--- src/rtl/can_tx_queue.sv ---
// can_tx_queue: DEPTH-slot CAN transmit queue with a launch/handshake FSM toward the CAN controller.
// Define CAN_TX_PRIORITY_EN to pop the lowest id first; the default build pops oldest first.
module can_tx_queue #(
  parameter int DEPTH = 4
) (
  input  logic        clk,
  input  logic        rst,
  input  logic        wr_en,
  input  logic [10:0] wr_id,
  input  logic [7:0]  wr_data,
  output logic        full,
  output logic        empty,
  output logic [3:0]  count,
  output logic        overflow,
  output logic [10:0] id,
  output logic [7:0]  data,
  output logic        send,
  input  logic        busy
);
  // state     | meaning
  // IDLE      | wait for a queued message while the controller is free
  // LAUNCH    | pop selected slot, latch id/data, strobe send
  // WAIT_BUSY | wait for controller to accept; 16-cycle timeout drops the frame
  // WAIT_DONE | frame in progress, wait for busy to fall

  localparam int AW = (DEPTH > 1) ? $clog2(DEPTH) : 1;
  localparam logic [3:0] TIMEOUT = 4'd15;

  typedef enum logic [1:0] {IDLE, LAUNCH, WAIT_BUSY, WAIT_DONE} state_t;

  state_t      state;
  logic [3:0]  timer;
  logic [10:0] slot_id   [DEPTH];
  logic [7:0]  slot_data [DEPTH];
  logic [AW-1:0] wr_idx;
  logic [AW-1:0] rd_idx;
  logic        push;
  logic        pop;

  assign full  = (count == 4'(DEPTH));
  assign empty = (count == 4'd0);
  assign push  = wr_en && !full;
  assign pop   = (state == LAUNCH);

`ifdef CAN_TX_PRIORITY_EN
  logic [DEPTH-1:0] slot_valid;
  logic             free_found;
  logic             sel_found;
  logic [10:0]      sel_id;

  // Strict less-than keeps the lowest slot index on equal ids.
  always_comb begin
    wr_idx     = '0;
    rd_idx     = '0;
    free_found = 1'b0;
    sel_found  = 1'b0;
    sel_id     = '0;
    for (int i = 0; i < DEPTH; i++) begin
      if (!slot_valid[i] && !free_found) begin
        wr_idx     = AW'(i);
        free_found = 1'b1;
      end
      if (slot_valid[i] && (!sel_found || slot_id[i] < sel_id)) begin
        rd_idx    = AW'(i);
        sel_id    = slot_id[i];
        sel_found = 1'b1;
      end
    end
  end

  always_ff @(posedge clk or posedge rst) begin
    if (rst) begin
      slot_valid <= '0;
    end else begin
      if (pop)  slot_valid[rd_idx] <= 1'b0;
      if (push) slot_valid[wr_idx] <= 1'b1;
    end
  end
`else
  // DEPTH need not be a power of two, so pointers wrap explicitly.
  always_ff @(posedge clk or posedge rst) begin
    if (rst) begin
      wr_idx <= '0;
      rd_idx <= '0;
    end else begin
      if (push) wr_idx <= (wr_idx == AW'(DEPTH - 1)) ? '0 : wr_idx + AW'(1);
      if (pop)  rd_idx <= (rd_idx == AW'(DEPTH - 1)) ? '0 : rd_idx + AW'(1);
    end
  end
`endif

  always_ff @(posedge clk) begin
    if (push) begin
      slot_id[wr_idx]   <= wr_id;
      slot_data[wr_idx] <= wr_data;
    end
  end

  always_ff @(posedge clk or posedge rst) begin
    if (rst) begin
      count    <= 4'd0;
      overflow <= 1'b0;
    end else begin
      overflow <= wr_en && full;
      case ({push, pop})
        2'b10:   count <= count + 4'd1;
        2'b01:   count <= count - 4'd1;
        default: count <= count;
      endcase
    end
  end

  always_ff @(posedge clk or posedge rst) begin
    if (rst) begin
      state <= IDLE;
      timer <= 4'd0;
      send  <= 1'b0;
      id    <= 11'd0;
      data  <= 8'd0;
    end else begin
      send <= 1'b0;
      case (state)
        IDLE: begin
          if (!empty && !busy) state <= LAUNCH;
        end
        LAUNCH: begin
          id    <= slot_id[rd_idx];
          data  <= slot_data[rd_idx];
          send  <= 1'b1;
          timer <= TIMEOUT;
          state <= WAIT_BUSY;
        end
        WAIT_BUSY: begin
          if (busy)              state <= WAIT_DONE;
          else if (timer == 4'd0) state <= IDLE;
          else                   timer <= timer - 4'd1;
        end
        WAIT_DONE: begin
          if (!busy) state <= IDLE;
        end
        default: state <= IDLE;
      endcase
    end
  end
endmodule
--- config.mk ---
export PLATFORM = sky130hd
export DESIGN_NAME = can_tx_queue
export DESIGN_NICKNAME = d
export VERILOG_FILES = /design/src/rtl/can_tx_queue.sv
export SDC_FILE = /design/constraint.sdc
export NUM_CORES = 1
export LEC_CHECK = 0
export BUFFER_PORTS_ARGS = -buffer_cell sky130_fd_sc_hd__buf_2
export CORE_MARGIN = 2
export CORE_UTILIZATION = 47
export DETAILED_ROUTE_END_ITERATION = 8
export GPL_TIMING_DRIVEN = 0
export PLACE_DENSITY = 0.66
export SETUP_SLACK_MARGIN = 0.15
export SLEW_MARGIN = 20
export SYNTH_ARGS = -nofsm -noshare
export SYNTH_HDL_FRONTEND = slang
export SYNTH_SLANG_ARGS = --single-unit
--- constraint.sdc ---
create_clock -name clk -period 3.2 [get_ports clk]
set_input_delay 0.64 -clock clk [delete_from_list [all_inputs] [get_ports clk]]
set_output_delay 0.64 -clock clk [all_outputs]
set_load 0.1 [all_outputs]
Word-level counts from Yosys, hierarchy flattened:

Memory sizes are Yosys's and may differ from the RTL's. A register that Yosys moved wholly into a read port is not among the register bits.
Cells that the tools add are included.

* word-level logic and storage cells: 54
* memories kept: 2
* bits in writable memories: 76
* output and inout port bits: 27
* register bits after elaboration: 16

* equality and inequality tests: 13
* multiplexer cells: 14
* add/sub/neg operators: 5
* reductions and logical operators: 13

Memory list
* slot_id: words 4, width 11, read ports 1, clocked after Yosys merged registers in 1, write ports 1, line 33 `logic [10:0] slot_id [DEPTH];`
* slot_data: words 4, width 8, read ports 1, clocked after Yosys merged registers in 1, write ports 1, line 34 `logic [7:0] slot_data [DEPTH];`

Operator list (count)
* one-hot mux 4 bit (2 select lines): 2
* two-way mux 2 bit: 6
* == test 2 bit, second input constant: 5
* zero test 4 bit: 2
* two-way mux 4 bit: 2
* != test 2 bit, second input constant: 4
* one-hot mux 2 bit (4 select lines): 1
* subtractor 4 x 1 -> 4 bit, second input constant: 2
* AND reduction 3 bit: 2
* adder 2 x 1 -> 2 bit, second input constant: 2
* adder 4 x 1 -> 4 bit, second input constant: 1
* == test 2 x 1 -> 1 bit, second input constant: 2
* == test 4 x 3 -> 1 bit, second input constant: 1
* nonzero test 2 bit: 2
* logical AND 1 bit: 3
* zero test 1 bit: 3
* two-way mux 1 bit: 3
* != test 3 bit, second input constant: 1
* zero test 2 bit: 1

Depth between registers and ports, before layout:

* depth in word-level cells: 5
* depth in mapped cells: 10
* mapped depth without buffers: 9

Least setup slack after synthesis:

Ideal clock, no wire load.

* kind: flip-flop to output port
* start point: register count[1]
* end point: output port empty
* slack: -1441 ps
* required time: 2560 ps
* data arrival time: 4001 ps
* stages on the path, launching flop included: 3
* cell sequence: dfrtp_1 -> buf_6 -> nor4_1

* word-level cells in the longest chain between the ends: 1

Ends and longest elaborated chain
* start: declaration: line 13 `output logic [3:0] count,`
* start signal: assignment: line 106 `2'b10: count <= count + 4'd1;`
* start signal: assignment: line 107 `2'b01: count <= count - 4'd1;`
* start signal: assignment: line 108 `default: count <= count;`
* zero test 4 bit: line 41 `assign empty = (count == 4'd0);`
* end: declaration: line 12 `output logic empty,`

Every way passes these cells.

Worst setup path after layout:

Same ends and word-level chain as after synthesis.

==> impl_results.md <==
* Crit path max fanout at 8
* Gpl congestion at about 0.72
* CTS Buf Count at 9
* Met2 wire len at 3510 um
* # clock sinks at approximately 110
* Fin Setup TNS at 0 ps
* Placed Cells incl. Taps at between 300 and 400
* Inserted Diodes at 0
* Outcome: completed
* Sequential area share after synthesis at 71.6%
* Vias per Instance at 5.40
* Syn Area/Cell at 19.6 um2
* Num ports at 50
* Die width at just over 100 um
* Layout Cells excl Fill at 402
* Vias in the first global route at 2125
* Initial antenna violation count at 0
* Total number of vias at 2169
* Finished layout cell area at 0.00506 mm2
* Final setup viols at 0
* Post-CTS setup buffer count at 0
* CTS max path bufs at 2
* Clk slew on worst S/H paths at 120 ps
* Unrepaired setup endpoints after global routing: false
* Routed len/inst at about 18 um
* Core Area at 0.00915 mm2
* Critical path endpoint category: output port
* Skew final at approximately 13 ps
* Mapped cell area at ~0.0044 mm2
* Largest net degree at the start of global routing at 23
* Detail Route Antenna Nets at 0
* Cells after Synth at roughly 230
* Overall routing resource usage at roughly 15%
* Post-synth net total at approximately 260
* Adder-Cell Fraction of Synth Area at 2.55%
* CTS-repair resized insts at 0
* Compound-Gate Fraction of Synth Area at under 10%
* WL final at approximately 7100 um
* Post-cts hold buffer count at 0
* Fin. max-slew vios at 0
* Metal3 WL at about 240 um
* Synth Area in XOR/XNOR at 0.596%
* Count of cell types in the netlist at 37
* Die area at ~0.01 mm2
* CTS tree: built
* Ys Warns at 0
* Area after DPL at approximately 0.005 mm2
* Combinational family with the most area after synthesis: multiplexers
* CTS H-tree lvls at 3
* Clock latency on the worst-skew pair at roughly 370 ps
* Critical path type: reg2out
* Gr ovfl total at 0
* Most frequent cells in the layout: edfxtp_1, buf_2, dfrtp_1
* Most common cell after layout, fill and taps aside: edfxtp_1
* Die Ht at ~100 um
* Period utilization at roughly three quarters
* Critical path arrival at ~1800 ps
* Clock Root Buffer: clkbuf_8
* Simple-gate share of the synthesized area at ~4.0%
* Layout cell share with drive strength beyond 1 at roughly 45%
* Worst Max-Slew Pin Slew at between 1000 and 1500 ps
* Layout area overhead at 14.8%
* Top Metal Used: met4
* FMAX at ~410 MHz
* Port Buf Inserts at 49
* Yosys reg bits at between 100 and 150
* First-pass GRT wire length at between 10000 and 15000 um
* Nets at around 320
* Number of remaining DRC errors at 0
* Initial core utilization at just under 50%
* CP Data Required Time at ~2600 ps
* Count of standard-cell rows at 35
* Setup crit start kind: flop
* WL met1 at around 3300 um
* First drt pass iteration count at 4
* Slew margin rel. at ~31%
* Final Hold Fails at 0
* HP Class: in2async
* Iter 0 DRT Violations at 81
* DP HPWL at 4550 um
* Multiplexer share of the synthesized area at ~16%
* Max-cap violations at 0
* Fin crit period at ~2400 ps
-- through the flow --
stage	setup WS, ps	hold slack [ps]	utilization (%)
floorplan	-172	461	-
finish	761	237	55.3
detailed placement	826	495	53.0
global route	662	236	55.3
CTS	729	230	55.3
global placement	841	483	52.7
-- routing by layer --
| layer | track usage (%) | vias to the layer above |
|---|---|---|
| met5 | 0 | - |
| met4 | 4.74 | 0 |
| met2 | 23.5 | 34 |
| met1 | 21.2 | 1128 |
| met3 | 4.09 | 6 |
| li1 | - | 1001 |
-- Yosys cell counts --
master | instances | area share [%]
or4_1 | 1 | 0.17
or4b_1 | 1 | 0.23
a311oi_1 | 1 | 0.20
a21oi_1 | 2 | 0.23
or3b_2 | 1 | 0.20
ha_1 | 9 | 2.6
edfxtp_1 | 76 | 52
nor2b_1 | 3 | 0.43
mux2i_1 | 2 | 0.45
buf_6 | 1 | 0.26
nand3_1 | 1 | 0.11
nor4_1 | 2 | 0.28
clkbuf_1 | 3 | 0.26
a21o_2 | 1 | 0.20
and2_1 | 6 | 0.85
nand3b_1 | 1 | 0.17
a31oi_1 | 2 | 0.28
o21a_1 | 1 | 0.17
nor4b_4 | 1 | 0.54
nor3_1 | 1 | 0.11
xnor2_1 | 2 | 0.40
xor2_1 | 1 | 0.20
buf_4 | 1 | 0.17
a221oi_1 | 1 | 0.20
o221ai_2 | 1 | 0.34
a2111oi_4 | 1 | 0.62
dfrtp_1 | 35 | 20
mux2_2 | 24 | 6.1
mux4_2 | 19 | 9.7
or3b_4 | 1 | 0.26
nor2_1 | 4 | 0.34
a211oi_1 | 1 | 0.17
nor3b_2 | 1 | 0.28
a21o_1 | 3 | 0.51
inv_1 | 9 | 0.77
buf_2 | 4 | 0.45
o41ai_1 | 1 | 0.20
-- flip-flops by register name, indices dropped and copies added, names as in the netlist --
name       cells
overflow       1
count          4
timer          4
wr_idx         2
data           8
id            11
slot_data     32
send           1
slot_id       44
rd_idx         2
state          2
-- worst max-delay path: stages (launching register included) --
cell and delay, ps:
dfrtp_4 490, buf_6 140, nor4_2 310, buf_2 490
-- area by class of cell --
cell class                 instances  area [um2]
sequential                       111        3170
clock inverter                     7        83.8
timing repair buffer              50         273
tap                              111         139
buffer                             9        60.1
clock buffer                       9         124
multi-input combinational         96        1180
fill                             737        4090
inverter                           9        33.8
-- final timing paths --
kind | from | endpoint | slack (ps) | cells after the start
max | count[1] | empty | 760 | 3
min | rst | id[9] | 240 | 2
max reg2reg | state[1] | count[3] | 820 | 7
min reg2reg | data[1] | data[1] | 510 | 1
max in group asynchronous | rst | count[2] | 2510 | 3
min in group clk | wr_data[0] | slot_data[2][0] | 470 | 1
-- logic make-up after synthesis --
logic type | after synthesis
AOI/OAI and AO/OA | 15
xor gates and xnor gates | 3
adders and majority gates | 9
buffers and inverters | 18
DFF | 111
muxes | 45
and+or+nand+nor | 24
Power is left out: the tool's default activity adds up to more than one toggle a clock period on the data nets, which glitch-free logic cannot reach.
